===== config.mk =====
export PLATFORM = sky130hd
export DESIGN_NAME = hazard_unit
export DESIGN_NICKNAME = d
export VERILOG_FILES = /design/src/rtl/pipe_pkg.sv /design/src/rtl/sat_counter.sv /design/src/rtl/hazard_unit.sv
export SDC_FILE = /design/constraint.sdc
export NUM_CORES = 1
export LEC_CHECK = 0
export CAP_MARGIN = 15
export CORE_ASPECT_RATIO = 2
export CORE_UTILIZATION = 30
export DETAILED_ROUTE_END_ITERATION = 12
export GPL_TIMING_DRIVEN = 0
export PLACE_DENSITY = 0.55
export SLEW_MARGIN = 20
export SYNTH_ARGS = -nofsm -noshare
export SYNTH_HDL_FRONTEND = slang
export SYNTH_SLANG_ARGS = --single-unit
export TNS_END_PERCENT = 10

===== constraint.sdc =====
create_clock -name clk -period 2.8 [get_ports clk]
set_input_delay 0.42 -clock clk [delete_from_list [all_inputs] [get_ports clk]]
set_output_delay 0.42 -clock clk [all_outputs]
set_load 0.05 [all_outputs]

===== src/rtl/pipe_pkg.sv =====
// Shared pipeline definitions: register-number width and the hazard scoreboard slot record.
package pipe_pkg;

    localparam int REG_W = 5;
    localparam logic [REG_W-1:0] REG_ZERO = 5'd0;

    typedef struct packed {
        logic             valid;
        logic [REG_W-1:0] rnum;
        logic             isLoad;
    } slot_t;

    // True when a valid in-flight destination feeds an operand the ID instruction really reads.
    function automatic logic slot_match(input slot_t s,
                                        input logic use_rs, input logic [REG_W-1:0] rs,
                                        input logic use_rt, input logic [REG_W-1:0] rt);
        return s.valid && ((use_rs && (rs == s.rnum)) || (use_rt && (rt == s.rnum)));
    endfunction

endpackage


===== src/rtl/sat_counter.sv =====
// Saturating up-counter: advances on inc and sticks at all-ones instead of wrapping.
module sat_counter #(
    parameter int WIDTH = 16
) (
    input  logic             clk,
    input  logic             reset,
    input  logic             inc,
    output logic [WIDTH-1:0] count
);

    localparam logic [WIDTH-1:0] ONE = {{(WIDTH-1){1'b0}}, 1'b1};

    logic [WIDTH-1:0] count_q;
    logic [WIDTH-1:0] count_d;

    always_comb begin
        count_d = count_q;
        if (inc && (count_q != {WIDTH{1'b1}})) begin
            count_d = count_q + ONE;
        end
    end

    always_ff @(posedge clk or posedge reset) begin
        if (reset) begin
            count_q <= '0;
        end else begin
            count_q <= count_d;
        end
    end

    assign count = count_q;

endmodule


===== src/rtl/hazard_unit.sv =====
// Pipeline hazard controller: shadow EX/MEM scoreboard, load-use and branch-in-ID stall
// detection, taken-branch IF/ID squash, and stall/flush event counters.
module hazard_unit
    import pipe_pkg::*;
#(
    parameter int CNT_W = 16
) (
    input  logic             clk,
    input  logic             reset,
    input  logic             validID,
    input  logic [REG_W-1:0] rsID,
    input  logic [REG_W-1:0] rtID,
    input  logic             useRsID,
    input  logic             useRtID,
    input  logic [REG_W-1:0] wrRegID,
    input  logic             regWriteID,
    input  logic             memReadID,
    input  logic             branchID,
    input  logic             takenID,
    output logic             pcWrite,
    output logic             stallIFID,
    output logic             flushIFID,
    output logic             flushIDEX,
    output logic [CNT_W-1:0] stallCnt,
    output logic [CNT_W-1:0] flushCnt
);

    slot_t ex_slot_q;
    slot_t ex_slot_d;
    slot_t mem_slot_q;

    logic ex_match;
    logic mem_match;
    logic load_use;
    logic br_haz;
    logic stall;
    logic flush;

    always_comb begin
        ex_match  = slot_match(ex_slot_q,  useRsID, rsID, useRtID, rtID);
        mem_match = slot_match(mem_slot_q, useRsID, rsID, useRtID, rtID);
        load_use  = validID && ex_slot_q.isLoad && ex_match;
        // A branch compares in ID, so it also waits on ALU results still in EX and loads in MEM.
        br_haz    = validID && branchID && (ex_match || (mem_slot_q.isLoad && mem_match));
        stall     = load_use || br_haz;
        flush     = validID && takenID && !stall;
    end

    // A stalled instruction becomes an ID/EX bubble, so it must not enter the scoreboard.
    always_comb begin
        ex_slot_d = '0;
        if (validID && regWriteID && (wrRegID != REG_ZERO) && !stall) begin
            ex_slot_d.valid  = 1'b1;
            ex_slot_d.rnum   = wrRegID;
            ex_slot_d.isLoad = memReadID;
        end
    end

    always_ff @(posedge clk or posedge reset) begin
        if (reset) begin
            ex_slot_q  <= '0;
            mem_slot_q <= '0;
        end else begin
            ex_slot_q  <= ex_slot_d;
            mem_slot_q <= ex_slot_q;
        end
    end

    assign pcWrite   = !stall;
    assign stallIFID = stall;
    assign flushIDEX = stall;
    assign flushIFID = flush;

    sat_counter #(.WIDTH(CNT_W)) u_stall_cnt (
        .clk   (clk),
        .reset (reset),
        .inc   (stall),
        .count (stallCnt)
    );

    sat_counter #(.WIDTH(CNT_W)) u_flush_cnt (
        .clk   (clk),
        .reset (reset),
        .inc   (flush),
        .count (flushCnt)
    );

endmodule


==> results.tsv, run 1 <==
metric	value	unit
period utilization	97.28	%
distinct cell type count after synthesis	30	
Max clock buf depth	2	
Ant. Diodes	0	
Top Ports	60	
initial antenna violation count	0	
Post-synth EDFFs	0	
Flop pwr share	44.7	%
Tightest Pin Transition	1081	ps
Final ANT Viol Nets	0	
min cycle time layout	2724	ps
Post-synth ARST share	100.0	%
Gate power share	23.1	%
worst path arrival time	2300	ps
RSZ-0062 raised after global routing	false	
P&R area growth vs syn	38.61	%
dpl hpwl	4101	um
class of the worst hold path	flop to flop	
total negative slack	0	ps
Pwr per Cell Area	538.9	nW/um^2
TritonCTS clock tree	built	
Psw	0.5455	mW
filler cell count	763	
initial core utilization	31.01	%
Hold Vio Cnt, Final	0	
Slew Viols, Final	0	
Finished Cell Area	3243	um^2
synth warn	0	
fin nets	305	
share of layout cells above drive strength 1	12.54	%
Storage cell area	1151	um^2
# clock sinks	46	
Seq/Total Area, Yosys	49.20	%
DR iter-0 viols	53	
cell internal pwr	1.202	mW
fmax	367.1	MHz
P_leak	1.466	nW
Worst Clk Skew	3.170	ps
slowest stage delay, CP	490	ps
Mapped Area	2340	um^2
Die H	126.9	um
Power, Total	1.748	mW
width of the die	64.45	um
global route overflow	0	
vias per cell	4.938	
# DRC	0	
Total Routing Usage GR	14.87	%
ys flop type	dfrtp_1	
Core Util, Final	42.99	%
first-pass GRT wire length	9108	um
Syn Area/Cell	11.04	um^2
Sw Ratio	31.21	%
highest-delay cell along the critical path	or4_1	
Mapped Nets	238	
CP Max Fanout	4	
DRT Pass-1 Iters	4	
Max Cap Viol	0	
CTS H-tree depth	2	
# setup viols final	0	
cts-stage hold buffer count	0	
core region area	7545	um^2
status	finished clean	
Multi-input gate area	1150	um^2
Routed WL	5688	um
wire per inst	15.25	um
Reg clk slew, reported paths	60	ps
#FFs+latches synth	46	
cells along the critical path	clkdlybuf4s50_1 > nand2_1 > or4_1 > nor4_2 > nor3_2 > buf_6 > clkdlybuf4s15_2	
Rows	45	
placed cell area	3065	um^2
gpl congestion	0.7866	
Post-Synthesis Cells	212	
crit path kind	primary input to output pin	
Crit path required time	2380	ps
CP endpoint kind	output pin	
number of global-route vias before repair	1846	
later-pin clock latency in the skew report	290	ps
Slew HR	26.05	%
VDD IR max	0.0005179	V
I/O Buffers	58	
largest net degree at the start of global routing	33	
Cell Count Post-Placement	365	
Root Buffer	clkbuf_16	
total CTS buffers	5	
Vias	1842	
crit start category	primary input	
Clock Power Share	32.2	%
fin cells	373	
Die ar.	8177	um^2
[routing by layer]
layer / GRT usage, % / wire (um) / vias to the layer above
met4: 7.059 / 112 / 0
met3: 2.788 / 192 / 7
met1: 16.00 / 2178 / 912
li1: - / - / 887
met2: 27.06 / 3204 / 36
met5: 0 / 0 / -
[Yosys cell counts (2+ instances only)]
master | instances | area share (%)
and2_1 | 2 | 0.53
and3_1 | 10 | 2.7
and4_1 | 6 | 2.2
buf_2 | 4 | 0.86
buf_6 | 2 | 0.96
clkbuf_1 | 2 | 0.32
dfrtp_1 | 46 | 49
ha_1 | 2 | 1.1
inv_1 | 5 | 0.80
mux2_2 | 2 | 0.96
nand2_1 | 13 | 2.1
nand3_1 | 15 | 3.2
nand4_1 | 12 | 3.2
nor2_1 | 10 | 1.6
nor3_1 | 9 | 1.9
nor4_1 | 4 | 1.1
nor4_2 | 3 | 1.6
nor4b_2 | 4 | 2.6
or4_1 | 3 | 0.96
xnor2_1 | 15 | 5.6
xor2_1 | 34 | 13
[what timing repair did]
action                                  4_1_cts  5_1_grt
endpoints found under the setup margin        4        4
buffers inserted                              1        1
hold endpoints to repair                      0        0
resized for setup                            31        4
pin swaps                                     2        2
[power by group through the flow]
stage | registers, mW | logic, mW | clock network [mW]
finish | 0.781 | 0.404 | 0.563
floorplan | 0.928 | 0.104 | 0
global placement | 0.794 | 0.402 | 0
CTS | 0.782 | 0.410 | 0.591
detailed placement | 0.793 | 0.405 | 0
global route | 0.793 | 0.430 | 0.616
[registers in the layout (all words and copies together) (netlist names)]
signal             count
mem_slot_q             7
u_stall_cnt.count     16
ex_slot_q              7
u_flush_cnt.count     16
[stage by stage]
stage	setup WS [ps]	hold slack, ps
2_1_floorplan	-83.55	347.8
5_1_grt	7.659	384.7
3_3_place_gp	-932.3	351.8
3_5_place_dp	-954.2	360.7
6_report	76.11	370.0
4_1_cts	12.96	374.5
[placed cells by master (no fill, tap or decap), drive strengths merged]
cell type	n
or4	3
dfrtp	46
clkdlybuf4s15	1
o2111a	1
nand4	12
mux2i	1
nor3b	1
nand2	13
nand3	15
xor2	34
ha	2
dlygate4sd2	3
dlymetal6s2s	3
clkbuf	9
buf	12
inv	5
xnor2	15
nor2	10
nor4b	4
nor3	9
nor4	8
a22o	1
o21ai	1
clkdlybuf4s50	48
and4	6
a2111oi	1
and3	10
nand4b	1
mux2	2
and2	2
[critical path, delay by kind of cell]
kind | cells | cell delay, ps
buf+inv | 3 | 930
simple gates | 4 | 960
[layout make-up]
class	count	area share [%]
Buffer	8	1.620
Clock buffer	7	4.090
Inverter	5	0.6559
Multi-Input combinational cell	152	35.46
Sequential cell	46	35.49
Tap cell	94	3.627
Timing Repair Buffer	61	19.06
[final timing paths]
check | from | endpoint | slack (ps) | cells after the start
worst max-delay path | useRsID | pcWrite | 80 | 7
worst min-delay path | ex_slot_q[6] | mem_slot_q[6] | 370 | 0
worst max register to register | ex_slot_q[4] | u_stall_cnt.count[1] | 260 | 8
worst min register to register | ex_slot_q[6] | mem_slot_q[6] | 370 | 0
max in group asynchronous | reset | u_flush_cnt.count[12] | 1900 | 3
min in group asynchronous | reset | mem_slot_q[0] | 420 | 2
[kinds of logic after synthesis]
group	Yosys count	share of synthesized area, %
buffers and inverters	14	3.262
xor gates and xnor gates	49	18.34
and+or+nand+nor	94	25.29
muxes	3	1.390
adders and majority gates	2	1.069
AOI/OAI and AO/OA	4	1.444
DFF	46	49.20
(Power assumes the default switching activity.)
==> run 2, diff against run 1 <==
--- a/config.mk
+++ b/config.mk
@@ -15,4 +15,3 @@
 export SYNTH_ARGS = -nofsm -noshare
 export SYNTH_HDL_FRONTEND = slang
 export SYNTH_SLANG_ARGS = --single-unit
-export TNS_END_PERCENT = 10
==> run 2 against run 1 <==
Against the previous run:
- worst hold slack improved by 10 ps
- final cell count rose by 0.27%
- combinational power rose by 1%
- clock power rose by 20%
- design area rose by 1.7%
- via count fell by 1.6%
- count of clock-buffer cells in the layout fell by 2
- critical path depth rose by 2
- clock skew rose by 3.6 ps
- sequential cell count did not move
==> results.tsv, run 2 (same netlist as run 1, synthesis figures left out) <==
metric	value	unit
status	finished clean	
final worst slack	56.64	ps
Ant. Diodes	0	
VDD IR max	0.0005637	V
Routed WL	5664	um
cts-stage hold buffer count	0	
largest net degree at the start of global routing	33	
TritonCTS clock tree	built	
CP Max Fanout	3	
# setup viols final	0	
class of the worst hold path	flop to flop	
global route overflow	0	
RSZ-0062 raised after global routing	true	
Worst Clk Skew	6.792	ps
CTS H-tree depth	2	
Pwr per Cell Area	565.4	nW/um^2
Top Ports	60	
WL met1	2156	um
Max Used Layer	met4	
share of layout cells above drive strength 1	13.93	%
fin cells	374	
commonest non-fill, non-tap cells in the layout	clkdlybuf4s50_1, dfrtp_1, xor2_1	
Final ANT Viol Nets	0	
cells along the critical path	clkdlybuf4s50_1 > nand2_1 > or4_4 > nor4_4 > nor3_2 > buf_6 > clkinvlp_4 > buf_4 > buf_8	
CP Buf/Inv Count	5	
highest-delay cell along the critical path	or4_4	
DRT Pass-1 Iters	4	
Reg clk slew, reported paths	70	ps
Hold Vio Cnt, Final	0	
Cell Count Post-Placement	365	
Die H	126.9	um
Total Routing Usage GR	14.91	%
later-pin clock latency in the skew report	290	ps
DR iter-0 viols	30	
number of global-route vias before repair	1876	
P&R area growth vs syn	40.91	%
Rows	45	
period utilization	97.98	%
CP endpoint kind	output pin	
Root Buffer	clkbuf_16	
gpl congestion	0.7432	
Finished Cell Area	3297	um^2
Vias	1812	
vias per cell	4.845	
total CTS buffers	5	
Slew Viols, Final	0	
crit start category	primary input	
dpl ws	-964.0	ps
# clock sinks	46	
min cycle time layout	2743	ps
Max Cap Viol	0	
Tightest Pin Transition	936.6	ps
commonest non-fill, non-tap cell in the layout	clkdlybuf4s50_1	
routed wl met2	3194	um
# DRC	0	
Die ar.	8177	um^2
fin nets	305	
core region area	7545	um^2
P_leak	1.466	nW
Crit path required time	2380	ps
slowest stage delay, CP	560	ps
initial core utilization	31.01	%
dpl hpwl	4178	um
fmax	364.5	MHz
placed cell area	3069	um^2
delay-heaviest family, CP	simple AND/OR/NAND/NOR gates	
Fin Hold WS	380.1	ps
width of the die	64.45	um
first-pass GRT wire length	9204	um
initial antenna violation count	0	
crit path kind	primary input to output pin	
Met3 Routed Length	198	um
Max clock buf depth	2	
I/O Buffers	58	
worst path arrival time	2320	ps
wire per inst	15.14	um
Slew HR	37.40	%
[run 2: repair_timing]
item                       CTS  global route
pin swaps                    2             3
resized for setup           30             5
buffers inserted             2             0
gates cloned                 0             0
setup endpoints to repair    4             4
[run 2: per-layer routing]
metal | vias to the layer above | global-route usage (%)
li1 | 879 | -
met1 | 896 | 15.49
met2 | 31 | 27.74
met3 | 6 | 3.058
met4 | 0 | 6.667
met5 | - | 0
[run 2: area by class of cell]
| class | count | area (um^2) |
|---|---|---|
| well taps | 94 | 117.6 |
| plain buffers | 8 | 52.55 |
| clock buffers | 5 | 125.1 |
| flip-flops and latches | 46 | 1151 |
| clock inverters | 3 | 45.04 |
| fillers | 766 | 4248 |
| repair buffers | 61 | 619.3 |
| inverters | 5 | 22.52 |
| multi-input cells | 152 | 1164 |
[run 2: where the power goes]
| part | switching, mW | internal [mW] |
|---|---|---|
| clock network | 0.254 | 0.421 |
| registers | 0.0648 | 0.716 |
| logic | 0.248 | 0.161 |
| total | 0.567 | 1.30 |
[run 2: worst reg2reg max path, delay by kind of cell, from the launching register on]
family                 cells  cell delay (ps)
buffers and inverters      2              340
XOR/XNOR                   1              180
multiplexers               1              350
AND/OR/NAND/NOR            4             1060
flip-flops                 1              410
[run 2: worst paths after layout]
kind	from	endpoint	slack, ps	cells after the start
min in group asynchronous	reset	ex_slot_q[0]	410	2
worst min register to register	ex_slot_q[0]	mem_slot_q[0]	380	0
worst min-delay path	ex_slot_q[0]	mem_slot_q[0]	380	0
max in group asynchronous	reset	u_flush_cnt.count[9]	1910	3
worst max-delay path	useRtID	stallIFID	60	9
worst max register to register	ex_slot_q[4]	u_stall_cnt.count[1]	340	8
[run 2: through the flow]
| step | util [%] | power [mW] | TNS [ps] |
|---|---|---|---|
| after CTS | 43.45 | 1.902 | 0 |
| after detailed placement | 40.68 | 1.201 | -3446 |
| after floorplan | - | 1.032 | -76.39 |
| final | 43.70 | 1.864 | 0 |
| after global routing | 43.70 | 1.949 | -15.98 |
| after global placement | 40.41 | 1.193 | -3334 |
==> run 3, diff against run 2 <==
--- a/config.mk
+++ b/config.mk
@@ -7,6 +7,7 @@
 export LEC_CHECK = 0
 export CAP_MARGIN = 15
 export CORE_ASPECT_RATIO = 2
+export CORE_MARGIN = 2
 export CORE_UTILIZATION = 30
 export DETAILED_ROUTE_END_ITERATION = 12
 export GPL_TIMING_DRIVEN = 0
==> run 3 against run 2 <==
Against the previous run:
- utilization fell by 0.75 points
- fmax up 1.7%
- power decreased by 4.4%
- clock skew down 2.6 ps
- largest cell class unchanged
- highest routed layer unchanged
==> results.tsv, run 3 (same netlist as run 1, synthesis figures left out) <==
metric	value	unit
later-pin clock latency in the skew report	290	ps
Total Routing Usage GR	14.18	%
cts-stage hold buffer count	0	
P_leak	1.450	nW
share of layout cells above drive strength 1	13.26	%
Reg clk slew, reported paths	60	ps
Ant. Diodes	0	
TritonCTS clock tree	built	
Hold Vio Cnt, Final	0	
# clock sinks	46	
routed wl met2	3064	um
Max Used Layer	met4	
class of the worst hold path	flop to flop	
Finished Cell Area	3264	um^2
total negative slack	0	ps
DRT Pass-1 Iters	4	
min cycle time layout	2698	ps
CP endpoint kind	output pin	
# DRC	0	
period utilization	96.35	%
Die H	128.9	um
crit path kind	primary input to output pin	
DR iter-0 viols	45	
dpl hpwl	4118	um
Max Cap Viol	0	
core region area	7601	um^2
Top Ports	60	
I/O Buffers	58	
commonest non-fill, non-tap cells in the layout	clkdlybuf4s50_1, dfrtp_1, xor2_1	
commonest non-fill, non-tap cell in the layout	clkdlybuf4s50_1	
first-pass GRT wire length	9094	um
placed cell area	3069	um^2
fin nets	304	
VDD IR max	0.0005844	V
RSZ-0062 raised after global routing	true	
total CTS buffers	5	
wire per inst	15.05	um
Worst Clk Skew	4.175	ps
Root Buffer	clkbuf_16	
Crit path required time	2380	ps
final worst slack	102.2	ps
Vias	1792	
number of global-route vias before repair	1803	
Die ar.	8564	um^2
Tightest Pin Transition	864.4	ps
Pwr per Cell Area	545.8	nW/um^2
Slew HR	42.23	%
largest net degree at the start of global routing	25	
Rows	45	
dpl ws	-959.8	ps
# setup viols final	0	
Max clock buf depth	2	
status	finished clean	
WL met1	2226	um
fmax	370.7	MHz
Slew Viols, Final	0	
initial core utilization	30.78	%
highest-delay cell along the critical path	clkdlybuf4s50_1	
worst path arrival time	2280	ps
filler cell count	762	
global route overflow	0	
Met3 Routed Length	202	um
CP Max Fanout	5	
initial antenna violation count	0	
width of the die	66.45	um
cells along the critical path	clkdlybuf4s50_1 > xor2_1 > nor4_1 > a22o_1 > nor3_4 > buf_6 > clkinvlp_4 > nor2_4 > buf_4	
Core Util, Final	42.95	%
slowest stage delay, CP	520	ps
CTS H-tree depth	2	
vias per cell	4.804	
gpl congestion	0.7360	
crit start category	primary input	
Final ANT Viol Nets	0	
P&R area growth vs syn	39.52	%
Routed WL	5613	um
## run 3: cell count changes in the layout (fill, tap and decap cells not counted), sizes merged
cell / before / now
bufinv: 1 / 0
dlygate4sd2: 2 / 5
clkdlybuf4s50: 50 / 49
clkbuf: 7 / 9
clkinv: 0 / 1
buf: 12 / 11
clkinvlp: 3 / 1
dlymetal6s2s: 2 / 0
## run 3: worst max-delay path: cells and delay by family
family                 cells  cell delay [ps]
AO/OA/AOI/OAI              1              250
buffers and inverters      4              990
XOR/XNOR                   1              190
AND/OR/NAND/NOR            3              420
## run 3: final timing paths
kind	startpoint	end	slack, ps	cells past startpoint
worst max-delay path	rsID[4]	flushIFID	100	9
worst min-delay path	ex_slot_q[6]	mem_slot_q[6]	370	0
worst max register to register	ex_slot_q[1]	u_stall_cnt.count[1]	340	8
worst min register to register	ex_slot_q[6]	mem_slot_q[6]	370	0
max in group asynchronous	reset	u_flush_cnt.count[2]	1790	3
min in group asynchronous	reset	u_stall_cnt.count[5]	500	2
## run 3: repair_timing
item,4_1_cts,5_1_grt
pin swaps,3,2
endpoints found under the setup margin,4,3
resized for setup,35,2
buffers inserted,1,0
## run 3: report_power, final
part	switching (mW)	leakage (nW)	internal, mW
Clock	0.244	0.0739	0.354
Combinational	0.246	0.763	0.159
Sequential	0.0617	0.613	0.716
## run 3: cell type report
| cell class | instances | area [um^2] | share of cell area [%] |
|---|---|---|---|
| flip-flops and latches | 46 | 1151 | 35.26 |
| plain buffers | 8 | 52.55 | 1.610 |
| clock buffers | 7 | 142.6 | 4.369 |
| well taps | 94 | 117.6 | 3.603 |
| multi-input cells | 152 | 1170 | 35.84 |
| clock inverters | 1 | 5.005 | 0.1533 |
| inverters | 5 | 22.52 | 0.6899 |
| repair buffers | 60 | 603.1 | 18.47 |
## run 3: metal layers
metal,global-route usage [%],vias up
met5,0,-
met4,6.363,0
met2,24.71,40
met3,2.972,6
li1,-,878
met1,16.24,868
## run 3: per-stage QoR
stage	total power [mW]	std cells	hold slack (ps)
final	1.782	373	374.4
after global routing	1.876	373	382.5
after CTS	1.814	373	368.9
after detailed placement	1.196	365	358.5
after global placement	1.192	364	354.0
after floorplan	1.032	212	347.8
